<file path="src/rtl/sram_port_arbiter.sv">
// Round-robin arbiter and registered command sequencer for the shared 8-bit on-chip SRAM s1 port.
// Defining SRAM_CLEAR_EN adds a frame-clear sequencer that fills DEPTH words with CLEAR_VALUE.
module sram_port_arbiter #(
  parameter int                NUM_REQ      = 4,
  parameter int                ADDR_W       = 17,
  parameter int                DATA_W       = 8,
  parameter int                READ_LATENCY = 2,
  parameter int                DEPTH        = 76800,
  parameter logic [DATA_W-1:0] CLEAR_VALUE  = '0
) (
  input  logic                        clk,
  input  logic                        reset,
  input  logic [NUM_REQ-1:0]          req_valid,
  input  logic [NUM_REQ-1:0]          req_write,
  input  logic [NUM_REQ*ADDR_W-1:0]   req_addr,
  input  logic [NUM_REQ*DATA_W-1:0]   req_wdata,
  output logic [NUM_REQ-1:0]          req_ready,
  output logic [NUM_REQ-1:0]          rsp_valid,
  output logic [DATA_W-1:0]           rsp_data,
  output logic [ADDR_W-1:0]           sram_address,
  output logic                        sram_clken,
  output logic                        sram_chipselect,
  output logic                        sram_write,
  output logic [DATA_W-1:0]           sram_writedata,
  input  logic [DATA_W-1:0]           sram_readdata,
  input  logic                        clear_start,
  output logic                        clear_busy,
  output logic                        clear_done
);
  localparam int IDX_W = $clog2(NUM_REQ);

  logic [IDX_W-1:0]   last_grant;
  logic [IDX_W-1:0]   grant_idx;
  logic [IDX_W-1:0]   cand_idx;
  logic               grant_found;
  logic [NUM_REQ-1:0] req_eligible;
  logic               clear_issue;
  logic [ADDR_W-1:0]  clear_addr;
  logic               cmd_read;
  logic [IDX_W-1:0]   cmd_idx;
  logic [READ_LATENCY-1:0] tag_vld;
  logic [IDX_W-1:0]   tag_idx [READ_LATENCY];

`ifdef SRAM_CLEAR_EN
  typedef enum logic {IDLE, CLEAR} clr_state_t;
  clr_state_t state, state_nxt;
  logic       clear_last;

  assign clear_last = (clear_addr == ADDR_W'(DEPTH - 1));
  assign clear_busy = clear_issue;

  // NOTE: every combinational output gets a default before any branch, so no latch is inferred.
  always_comb begin
    state_nxt   = state;
    clear_issue = 1'b0;
    case (state)
      IDLE:  if (clear_start) state_nxt = CLEAR;
      CLEAR: begin
        clear_issue = 1'b1;
        if (clear_last) state_nxt = IDLE;
      end
    endcase
  end

  always_ff @(posedge clk or posedge reset) begin
    if (reset) begin
      state      <= IDLE;
      clear_addr <= '0;
      clear_done <= 1'b0;
    end else begin
      state      <= state_nxt;
      clear_done <= clear_issue && clear_last;
      if (clear_issue) clear_addr <= clear_last ? '0 : clear_addr + 1'b1;
    end
  end
`else
  logic unused_clear_cfg;
  assign clear_issue      = 1'b0;
  assign clear_addr       = '0;
  assign clear_busy       = 1'b0;
  assign clear_done       = 1'b0;
  assign unused_clear_cfg = ^{clear_start, DEPTH};
`endif

  // The clear sequencer owns the port while busy, so nobody is granted.
  assign req_eligible = req_valid & {NUM_REQ{~clear_busy}};

  always_comb begin
    grant_idx   = '0;
    grant_found = 1'b0;
    cand_idx    = '0;
    for (int k = 1; k <= NUM_REQ; k++) begin
      cand_idx = IDX_W'((int'(last_grant) + k) % NUM_REQ);
      if (!grant_found && req_eligible[cand_idx]) begin
        grant_found = 1'b1;
        grant_idx   = cand_idx;
      end
    end
  end

  always_comb begin
    req_ready = '0;
    if (grant_found) req_ready[grant_idx] = 1'b1;
  end

  // NOTE: sequential state uses non-blocking assignments so every flop samples pre-edge values.
  always_ff @(posedge clk or posedge reset) begin
    if (reset) begin
      sram_clken      <= 1'b0;
      sram_chipselect <= 1'b0;
      sram_write      <= 1'b0;
      sram_address    <= '0;
      sram_writedata  <= '0;
      cmd_read        <= 1'b0;
      cmd_idx         <= '0;
      last_grant      <= IDX_W'(NUM_REQ - 1);
    end else begin
      sram_clken <= 1'b1;
      cmd_read   <= 1'b0;
      if (clear_issue) begin
        sram_chipselect <= 1'b1;
        sram_write      <= 1'b1;
        sram_address    <= clear_addr;
        sram_writedata  <= CLEAR_VALUE;
      end else if (grant_found) begin
        sram_chipselect <= 1'b1;
        sram_write      <= req_write[grant_idx];
        sram_address    <= req_addr[int'(grant_idx)*ADDR_W +: ADDR_W];
        sram_writedata  <= req_wdata[int'(grant_idx)*DATA_W +: DATA_W];
        cmd_read        <= ~req_write[grant_idx];
        cmd_idx         <= grant_idx;
        last_grant      <= grant_idx;
      end else begin
        sram_chipselect <= 1'b0;
        sram_write      <= 1'b0;
      end
    end
  end

  // NOTE: the tag pipeline is reset (unlike a data RAM) so reads in flight at reset never respond.
  always_ff @(posedge clk or posedge reset) begin
    if (reset) begin
      tag_vld   <= '0;
      for (int i = 0; i < READ_LATENCY; i++) tag_idx[i] <= '0;
      rsp_valid <= '0;
      rsp_data  <= '0;
    end else begin
      tag_vld[0] <= cmd_read;
      tag_idx[0] <= cmd_idx;
      for (int i = 1; i < READ_LATENCY; i++) begin
        tag_vld[i] <= tag_vld[i-1];
        tag_idx[i] <= tag_idx[i-1];
      end
      rsp_valid <= '0;
      if (tag_vld[READ_LATENCY-1]) begin
        rsp_valid[tag_idx[READ_LATENCY-1]] <= 1'b1;
        rsp_data                           <= sram_readdata;
      end
    end
  end
endmodule

</file>
<file path="config.mk">
export PLATFORM = sky130hd
export DESIGN_NAME = sram_port_arbiter
export DESIGN_NICKNAME = d
export VERILOG_FILES = /design/src/rtl/sram_port_arbiter.sv
export SDC_FILE = /design/constraint.sdc
export NUM_CORES = 1
export LEC_CHECK = 0
export CAP_MARGIN = 25
export CORE_ASPECT_RATIO = 0.7
export CORE_MARGIN = 2
export CORE_UTILIZATION = 39
export DETAILED_ROUTE_END_ITERATION = 12
export PLACE_DENSITY = 0.93
export SYNTH_ARGS = -nofsm -noshare
export SYNTH_HDL_FRONTEND = slang
export SYNTH_SLANG_ARGS = --single-unit
</file>
<file path="constraint.sdc">
create_clock -name clk -period 7.88 [get_ports clk]
set_clock_uncertainty 0.05 [all_clocks]
set_input_delay 2.364 -clock clk [delete_from_list [all_inputs] [get_ports clk]]
set_output_delay 2.364 -clock clk [all_outputs]
set_load 0.02 [all_outputs]
</file>
==> metrics.txt <==
die extent in y=71.7 µm; Worst path max stage delay=0.67 ns; Clk Latency, worst-skew pair=0.29 ns; clk buf depth=2; WL/cell=17.5 µm; P&R area growth vs syn=70.6%; clk slew on worst S/H paths=0.09 ns; Post-synth ARST share=100%; top cells by area, synth=dfrtp_1, mux2i_1, a221oi_1, o22ai_1, nor2_1; clk sinks=51; Post-synth top cells=dfrtp_1, nor2_1, mux2i_1; Leakage=1.78 nW; synth warn=0; Finished Core Util=69.3%; Max Clock Freq=0.148 GHz; Hold Path Class=flip-flop to flip-flop; total gr overflow=0; DRT Pass-1 Iters=4; peak supply drop=0.000122 V; final WL=8.21 mm; Power Total=1.22 mW; Yosys reg bits=51; Tcrit/Tclk final=85.7%; Post-Syn Instances=236; Crit path required time=5.47 ns; Post-DP Area=4190 µm²; die area=7210 µm²; IO Count=165; detailed router's first-iteration violation count=83; setup TNS=0 ns; Placed Cells=459; arrival time worst endpoint=4.34 ns; Final Instance Area=4350 µm²; status=complete, no violations; post-route setup slack=1.13 ns; maximum fanout along the worst path=11; Starting Density=40.6%; CTS root buffer=clkbuf_8; Max-Slew Margin vs Limit=60.1%; final net count=509; CTS tree=yes; Worst path most repeated cell=clkdlybuf4s50_1; Slew Viols, Final=0; crit path launch type=input pin; power per cell area=281 nW/µm²; Synth Flop Type=dfrtp_1; Die W=101 µm; Synth area leader=dfrtp_1; first-pass GRT wire length=12.6 mm; RSZ-0062 raised after global routing=false; count leader, synth=dfrtp_1; HPWL after DPL=5.98 mm; DR DRC count=0; CP Capture Type=output port; Finished Layout Cells=469; largest net degree at the start of global routing=52; sequential-to-total area share from yosys stat=50.1%; hold slack=0.303 ns; slowest library cell on the worst path=clkdlybuf4s50_1; number of vias per cell=5.47; Synth top area share=48.1%; cts bufs inserted=5; Post-CTS Setup Repair Bufs=0; pre-CTS setup slack=1.16 ns; FP Rows=24; H-tree depth=2; core area=6280 µm²; Max-Cap Viols=0; Avg Cell Area, Syn=10.8 µm²; minimum clock period=6.75 ns; GPL Wtd Cong=0.797; number of diodes=0; EDFF count, synth=0; PortBufs=161; CP cell instances=clkdlybuf4s50_1 -> nor2_1 -> o211ai_1 -> o311ai_2 -> and2_1 -> clkdlybuf4s50_1; CP Class=input pin to output port; Final setup viols=0; Worst Tran Pin Value=0.597 ns; initial antenna violation count=0; GRT Total Usage=22.4%; post-synth cell types=36; vias in the first global route=2600; via count=2564; cts repair resizes=0; Hold Violations, Final=0; post-cts hold buffer count=0; proportion of layout cells with a drive suffix above 1=8.18%; post-route ant nets=0; Post-Syn Area=2550 µm²
[sequential cells by signal, summed over array words and instances, names as in the netlist]
register and cells:
rsp_data 8, sram_address 17, sram_writedata 8, last_grant 2
sram_chipselect 1, cmd_read 1, tag_idx 4, sram_write 1
rsp_valid 4, sram_clken 1, cmd_idx 2, tag_vld 2
[report_power, final]
part | internal, mW | switching [mW] | leakage, nW
Sequential | 0.362 | 0.0677 | 0.601
Combinational | 0.317 | 0.295 | 1.13
Clock | 0.0948 | 0.0843 | 0.0514
Total | 0.773 | 0.447 | 1.78
[cells in the final DEF, fill, tap and decap left out, types with 5 or more instances in the layout]
cell             synthesis  routed
o22ai_1                 25      25
a221oi_1                25      25
clkdlybuf4s50_1          0     161
mux2i_1                 26      26
dfrtp_1                 49      49
nor2_1                  32      32
o21ai_0                 10      10
nand2_1                  6       6
buf_4                    4       5
mux2_2                   8       8
clkbuf_8                 0       5
[worst paths after layout]
check | slack [ns] | endpoint | start | cells past startpoint
max in group asynchronous | 4.99 | last_grant[0] | reset | 3
setup / recovery | 1.13 | req_ready[0] | req_valid[3] | 6
min in group asynchronous | 2.24 | rsp_data[7] | reset | 2
hold reg to reg | 0.30 | tag_idx[0] | tag_idx[2] | 0
hold / removal | 0.30 | tag_idx[0] | tag_idx[2] | 0
setup reg to reg | 5.72 | sram_address[11] | last_grant[0] | 6
[cell type report]
cell class | count | area, µm²
clock buffer | 6 | 72.6
clock inverter | 2 | 37.5
fill | 485 | 1930
inverter | 4 | 15.0
multi-input combinational | 160 | 1150
sequential | 51 | 1280
tap | 78 | 97.6
timing repair buffer | 168 | 1700
[metal layers]
layer	vias up	wire length, µm	global-route usage (%)	part of all wire, %
met1	1237	3380	27.8	41
met2	134	4160	40.1	51
li1	1187	-	-	-
met4	0	83	4.41	1.0
met5	-	0	0	0
met3	6	591	5.46	7.2
[critical path, delay by kind of cell]
family / cells / cell delay (ns)
AO/OA/AOI/OAI: 2 / 0.39
buffers and inverters: 2 / 1.23
AND/OR/NAND/NOR: 2 / 0.34
[kinds of logic after synthesis]
| kind of cell | after synthesis | synth area share (%) |
|---|---|---|
| flops | 51 | 50.1 |
| buf+inv | 26 | 5.30 |
| compound gates | 71 | 20.2 |
| simple gates | 51 | 9.42 |
| mux | 35 | 14.6 |
| other cells | 2 | 0.295 |
Power figures use the tool's default switching activity.
